### src/rtl/adc_avg_seq.sv
// Averaging sequencer: triggers 2^N_LOG2 conversions, accumulates the results and publishes the mean.
// Optional feature macro ADC_AVG_MINMAX_EN adds per-run min_o/max_o outputs.
module adc_avg_seq #(
  parameter int unsigned N_LOG2    = 3,
  parameter int unsigned DW        = 12,
  parameter int unsigned TO_CYCLES = 4096
) (
  input  logic          clk_i,
  input  logic          rst_ni,
  input  logic          go_i,
  output logic          conv_start_o,
  input  logic [DW-1:0] conv_data_i,
  input  logic          conv_done_i,
  output logic [DW-1:0] avg_o,
  output logic          avg_valid_o,
  output logic          busy_o,
  output logic          err_o
`ifdef ADC_AVG_MINMAX_EN
  ,
  output logic [DW-1:0] min_o,
  output logic [DW-1:0] max_o
`endif
);

  localparam int unsigned AW = DW + N_LOG2;
  localparam int unsigned CW = (N_LOG2 == 0) ? 1 : N_LOG2;
  localparam int unsigned TW = (TO_CYCLES > 1) ? $clog2(TO_CYCLES) : 1;
  localparam logic [CW-1:0] CNT_LAST = CW'((1 << N_LOG2) - 1);
  localparam logic [TW-1:0] TO_LAST  = TW'(TO_CYCLES - 1);

  typedef enum logic [2:0] {
    S_IDLE,
    S_START,
    S_WAIT,
    S_ACC,
    S_DONE
  } state_e;

  state_e        state_q, state_d;
  logic [AW-1:0] acc_q, acc_d;
  logic [CW-1:0] cnt_q, cnt_d;
  logic [TW-1:0] to_q, to_d;
  logic [DW-1:0] sample_q, sample_d;
  logic          done_q;
  logic          done_rise;
  logic [DW-1:0] avg_d;
  logic          start_d, valid_d, busy_d, err_d;
`ifdef ADC_AVG_MINMAX_EN
  logic [DW-1:0] run_min_q, run_min_d, run_max_q, run_max_d;
  logic [DW-1:0] min_d, max_d;
`endif

  // Only a fresh 0->1 transition counts, so a level-style done flag is taken once.
  assign done_rise = conv_done_i & ~done_q;

  // Next-state and next-output logic.
  always_comb begin
    state_d  = state_q;
    acc_d    = acc_q;
    cnt_d    = cnt_q;
    to_d     = to_q;
    sample_d = sample_q;
    avg_d    = avg_o;
    valid_d  = 1'b0;
    err_d    = 1'b0;
`ifdef ADC_AVG_MINMAX_EN
    run_min_d = run_min_q;
    run_max_d = run_max_q;
    min_d     = min_o;
    max_d     = max_o;
`endif
    case (state_q)
      S_IDLE: begin
        if (go_i) begin
          acc_d   = '0;
          cnt_d   = '0;
          state_d = S_START;
`ifdef ADC_AVG_MINMAX_EN
          run_min_d = '1;
          run_max_d = '0;
`endif
        end
      end
      S_START: begin
        to_d    = '0;
        state_d = S_WAIT;
      end
      S_WAIT: begin
        if (done_rise) begin
          sample_d = conv_data_i;
          state_d  = S_ACC;
        end else if (to_q == TO_LAST) begin
          err_d   = 1'b1;
          acc_d   = '0;
          state_d = S_IDLE;
        end else begin
          to_d = to_q + TW'(1);
        end
      end
      S_ACC: begin
        acc_d = acc_q + AW'(sample_q);
`ifdef ADC_AVG_MINMAX_EN
        if (sample_q < run_min_q) run_min_d = sample_q;
        if (sample_q > run_max_q) run_max_d = sample_q;
`endif
        if (cnt_q == CNT_LAST) begin
          state_d = S_DONE;
        end else begin
          cnt_d   = cnt_q + CW'(1);
          state_d = S_START;
        end
      end
      S_DONE: begin
        avg_d   = DW'(acc_q >> N_LOG2);
        valid_d = 1'b1;
        state_d = S_IDLE;
`ifdef ADC_AVG_MINMAX_EN
        min_d = run_min_q;
        max_d = run_max_q;
`endif
      end
      default: state_d = S_IDLE;
    endcase
    start_d = (state_d == S_START);
    busy_d  = (state_d != S_IDLE);
  end

  // State, datapath and registered outputs.
  always_ff @(posedge clk_i or negedge rst_ni) begin
    if (!rst_ni) begin
      state_q      <= S_IDLE;
      acc_q        <= '0;
      cnt_q        <= '0;
      to_q         <= '0;
      sample_q     <= '0;
      done_q       <= 1'b0;
      conv_start_o <= 1'b0;
      avg_o        <= '0;
      avg_valid_o  <= 1'b0;
      busy_o       <= 1'b0;
      err_o        <= 1'b0;
`ifdef ADC_AVG_MINMAX_EN
      run_min_q <= '1;
      run_max_q <= '0;
      min_o     <= '0;
      max_o     <= '0;
`endif
    end else begin
      state_q      <= state_d;
      acc_q        <= acc_d;
      cnt_q        <= cnt_d;
      to_q         <= to_d;
      sample_q     <= sample_d;
      done_q       <= conv_done_i;
      conv_start_o <= start_d;
      avg_o        <= avg_d;
      avg_valid_o  <= valid_d;
      busy_o       <= busy_d;
      err_o        <= err_d;
`ifdef ADC_AVG_MINMAX_EN
      run_min_q <= run_min_d;
      run_max_q <= run_max_d;
      min_o     <= min_d;
      max_o     <= max_d;
`endif
    end
  end

endmodule
### config.mk
export PLATFORM = sky130hd
export DESIGN_NAME = adc_avg_seq
export DESIGN_NICKNAME = d
export VERILOG_FILES = /design/src/rtl/adc_avg_seq.sv
export SDC_FILE = /design/constraint.sdc
export NUM_CORES = 1
export LEC_CHECK = 0
export BUFFER_PORTS_ARGS = -buffer_cell sky130_fd_sc_hd__buf_2
export CAP_MARGIN = 20
export CORE_MARGIN = 1.5
export CORE_UTILIZATION = 46
export DETAILED_ROUTE_END_ITERATION = 16
export PLACE_DENSITY = 0.73
export REMOVE_ABC_BUFFERS = 1
export SLEW_MARGIN = 10
export SYNTH_ARGS = -nofsm -noshare
export SYNTH_HDL_FRONTEND = slang
export SYNTH_SLANG_ARGS = --single-unit
### constraint.sdc
create_clock -name clk_i -period 3.28 [get_ports clk_i]
set_clock_uncertainty 0.15 [all_clocks]
set_input_delay 0.492 -clock clk_i [delete_from_list [all_inputs] [get_ports clk_i]]
set_output_delay 0.492 -clock clk_i [all_outputs]
set_load 0.1 [all_outputs]
==> Word level (Yosys, flattened, before mapping) <==
Index checks and enable logic that the tools add are counted.
{ "totals": {"ff_bits": 62, "in_bits": 16, "elab_cells": 56} }
{ "op_classes": {"addsub": 3, "eq_ne": 12, "n_mux": 19, "bitwise_logic": 2, "n_reduce_logical": 9} }
{ "op_table": {"columns": ["cell", "n"], "rows": [
  ["15-bit 2-to-1 mux", 3],
  ["15-bit case mux with 3 select lines", 1],
  ["12-bit 2-to-1 mux", 2],
  ["12-bit case mux with 2 select lines", 1],
  ["3-bit 2-to-1 mux", 6],
  ["15-bit by 12-bit adder with 15-bit output", 1],
  ["12-bit by 1-bit adder with 12-bit output, second input constant", 1],
  ["12-bit equality test, second input constant", 1],
  ["3-bit case mux with 4 select lines", 1],
  ["2-bit != test, second input constant", 5],
  ["3-bit by 1-bit equality test with 1-bit output, second input constant", 2],
  ["3-bit by 2-bit equality test with 1-bit output, second input constant", 2],
  ["3-bit equality test, second input constant", 2],
  ["3-bit case mux with 2 select lines", 1],
  ["3-bit AND reduction", 2],
  ["3-bit nonzero test", 2],
  ["1-bit 2-to-1 mux", 4],
  ["4-bit AND reduction", 1],
  ["2-bit nonzero test", 2],
  ["3-bit by 1-bit adder with 3-bit output, second input constant", 1],
  ["3-bit zero test", 1],
  ["2-bit AND reduction", 1],
  ["1-bit bitwise AND", 1],
  ["1-bit inverter", 1]
]} }

==> Logic depth before layout (Yosys ltp) <==
{ "logic_depth": {"ltp_word": 5, "mapped_depth": 7} }

==> Worst setup path before layout <==
No wires, ideal clock.
{ "synth_timing": {"path_kind": "flip-flop to flip-flop", "startpoint": "register acc_q[0]", "endpoint": "register acc_q[10]", "arrival_time_ps": 2164, "slack_ps": 844, "path_stages_with_launch": 8, "path_buffers": 0, "cell_sequence": "dfrtp_1 -> ha_1 -> fa_1 -> a211o_1 -> a21oi_1 -> a211oi_1 -> or3_1 -> a32o_1"} }
{ "synth_via": {"elab_chain_cells": 2} }
{ "synth_rtl": {"columns": ["item", "line", "text"], "rows": [
  ["start, declared", "40", "logic [AW-1:0] acc_q, acc_d;"],
  ["start signal, assigned", "132", "acc_q <= '0;"],
  ["start signal, assigned", "150", "acc_q <= acc_d;"],
  ["15-bit by 12-bit adder with 15-bit output", "101", "acc_d = acc_q + AW'(sample_q);"],
  ["15-bit case mux with 3 select lines", "72", "case (state_q)"]
]} }
No other way between the ends.
A chain may end at the register's enable or synchronous reset.

==> Worst setup path in the final report <==
Ends and elaborated chain as after synthesis.

==> impl_results.md <==
- Outcome: finished clean
- DP HPWL: 4390 um
- Cell chain of the critical path: ha_1, fa_1, a211o_1, a21oi_1, a211oi_1, or3_1, a32o_1
- Clock latency on the worst-skew pair: 0.34 ns
- Die width: 87.0 um
- Cell area after synthesis: 3240 um^2
- Total Routing Usage GR: 18.7%
- Router iterations before antenna repair: 4
- Post-CTS Setup Bufs: 0
- Routed WL per cell: 14.5 um
- Worst-path fanout max: 4
- # diodes: 0
- WS Path Type: reg -> reg
- Slowest library cell on the worst path: fa_1
- Max-slew violation count: 0
- Synth area leaders: dfrtp_1 48%, mux2_2 8.7%, ha_1 5.8%
- Port Buffer Count: 31
- Worst path required time: 3.36 ns
- RR Startpoint: acc_q[0]
- Met2 usage: 28.0%
- Cts-stage hold buffer count: 1
- Post_cts resized: 0
- Syn Area/Cell: 10.9 um^2
- Clock H-tree levels: 3
- Final hold violation count: 0
- Seq/Total Area, Yosys: 47.9%
- Via/cell ratio: 5.54
- Peak supply drop: 424 uV
- Worst rel slew slack: 41.6%
- Final WL: 6340 um
- Worst path depth: 7
- CTS Root Cell: clkbuf_8
- I/O pin cnt: 32
- CTS tree: yes
- CTS max path bufs: 2
- Largest area contributor in the netlist: dfrtp_1
- Largest net degree at the start of global routing: 40
- Met1 Use GR: 25.7%
- Post-layout nets: 368
- Core area: 6790 um^2
- Cell count after synthesis: 298
- Initial DRC count: 147
- Top-count cell post-synth: dfrtp_1
- Clock transition at the registers of the reported paths: 0.06 ns
- Worst Setup End Kind: register
- Post-synth EDFFs: 0
- Num CTS Buffers: 9
- #FFs+latches synth: 62
- LEAKAGE: 1.75 nW
- Share of layout cells above drive strength 1: 25.2%
- CP startpoint kind: register
- CP delay by family, top: compound AO/OA/AOI/OAI gates
- Top-area cell type share of the netlist area: 47.9%
- Crit path largest cell delay: 0.44 ns
- Gr ovfl total: 0
- Die Area: 7560 um^2
- ANT nets after route: 0
- Tcrit/Tclk final: 78.9%
- Sink Count: 62
- Post-synth top cells: 62 x dfrtp_1, 25 x mux2_2, 23 x nand2_1, 17 x a21oi_1, 17 x o21ai_0
- Actual slew at the worst max-slew pin: 0.869 ns
- Worst hold path type: in -> reg
- Tmin final: 2.59 ns
- Grt met3 use: 3.32%
- Routability cong.: 0.823
- R2R setup slack: 0.69 ns
- Worst reg2reg path depth: 7
- Most used flip-flop cell after synthesis: dfrtp_1
- Buf/Inv on CP: 0
- Layout Area Growth over Synthesis: 14.1%
- Total power draw: 3.04 mW
- Max_cap viols: 0
- Setup_tns: 0 ns
- Setup violators final: 0
- Most crowded layer after global routing: met2
- Synth cell types: 48
- Fmax: 386 MHz
- FP Rows: 30
- Initial antenna violation count: 0
- Vert. Die Dim: 87.0 um
- First-pass GRT wire length: 10,900 um
- R2R Path End: acc_q[10]
- PD cells: 822 nW/um^2
- Vias: 2,421
- RSZ-0062 raised after global routing: false
- Setup crit start: acc_q[0]
- DR DRC count: 0
- Worst EP arrival: 2.67 ns
- Initial Util: 47.7%
- Async SR Flop Fraction: 100%
- Worst setup path endpoint: acc_q[10]
- YS warnings: 0
- Vias in the first global route: 2,324
-- power breakdown --
group	internal, mW	total, mW	leakage (nW)	switching, mW
clock network	0.334	0.626	0.0954	0.292
logic	0.543	1.30	0.843	0.760
registers	0.956	1.11	0.816	0.157
total	1.83	3.04	1.75	1.21
-- stage by stage --
step	hold slack [ns]	instance area, um^2	instances	util (%)	setup slack (ns)
final	0.138	3700	437	54.4	0.692
after global routing	0.135	3700	437	54.4	0.585
after CTS	0.130	3700	437	54.4	0.683
after detailed placement	0.340	3500	420	51.5	0.691
after global placement	0.322	3500	420	51.5	0.717
after floorplan	0.0464	3180	288	-	0.844
-- cell usage in the layout (no fill, tap or decap), drive strengths merged, types with 3 or more instances in the layout --
master / count
dfrtp: 62
buf: 36
mux2: 25
nand2: 23
a21oi: 17
o21ai: 17
ha: 15
clkbuf: 13
nand3: 12
nor2: 10
a21o: 9
inv: 8
nor3: 7
xnor2: 7
nand2b: 6
or3: 6
a211o: 5
a22o: 5
nor3b: 5
nand4: 4
o211ai: 4
a211oi: 4
a31oi: 4
nand3b: 3
a32o: 3
o311ai: 3
o31ai: 3
-- per-layer routing --
| metal | vias to the layer above | share of wire [%] |
|---|---|---|
| met5 | - | 0 |
| met4 | 0 | 2.4 |
| met3 | 13 | 3.9 |
| met2 | 56 | 44 |
| met1 | 1159 | 50 |
| li1 | 1193 | - |
-- worst min-delay path by stage --
stage	startpoint	endpoint	slack, ns	cells after the start
after floorplan	rst_ni	acc_q[0]	0.05	0
after global placement	acc_q[2]	acc_q[2]	0.32	2
after detailed placement	acc_q[2]	acc_q[2]	0.34	2
after CTS	conv_done_i	done_q	0.13	1
after global routing	conv_done_i	done_q	0.13	1
final	conv_done_i	done_q	0.14	1
-- sequential cells by signal, indices dropped and copies added, names as in the netlist --
| register | flops |
|---|---|
| conv_start_o | 1 |
| sample_q | 12 |
| err_o | 1 |
| to_q | 12 |
| avg_o | 12 |
| acc_q | 15 |
| busy_o | 1 |
| done_q | 1 |
| avg_valid_o | 1 |
| state_q | 3 |
| cnt_q | 3 |
-- cells by family (layout without fill, tap and decap cells) --
group / count (synthesis) / in the layout / synth area share, %
buffers and inverters: 18 / 61 / 2.70
DFF: 62 / 62 / 47.9
and+or+nand+nor: 88 / 88 / 14.9
xor gates and xnor gates: 8 / 8 / 2.16
AOI/OAI and AO/OA: 80 / 80 / 17.0
adders and majority gates: 16 / 16 / 6.41
muxes: 26 / 26 / 8.99
-- cell type report --
type	count	area, um^2
multi-input combinational	218	1610
clock buffer	13	169
fill	601	3100
sequential	62	1550
clock inverter	3	17.5
inverter	8	30.0
tap	96	120
timing repair buffer	37	203
(Power assumes the default switching activity.)
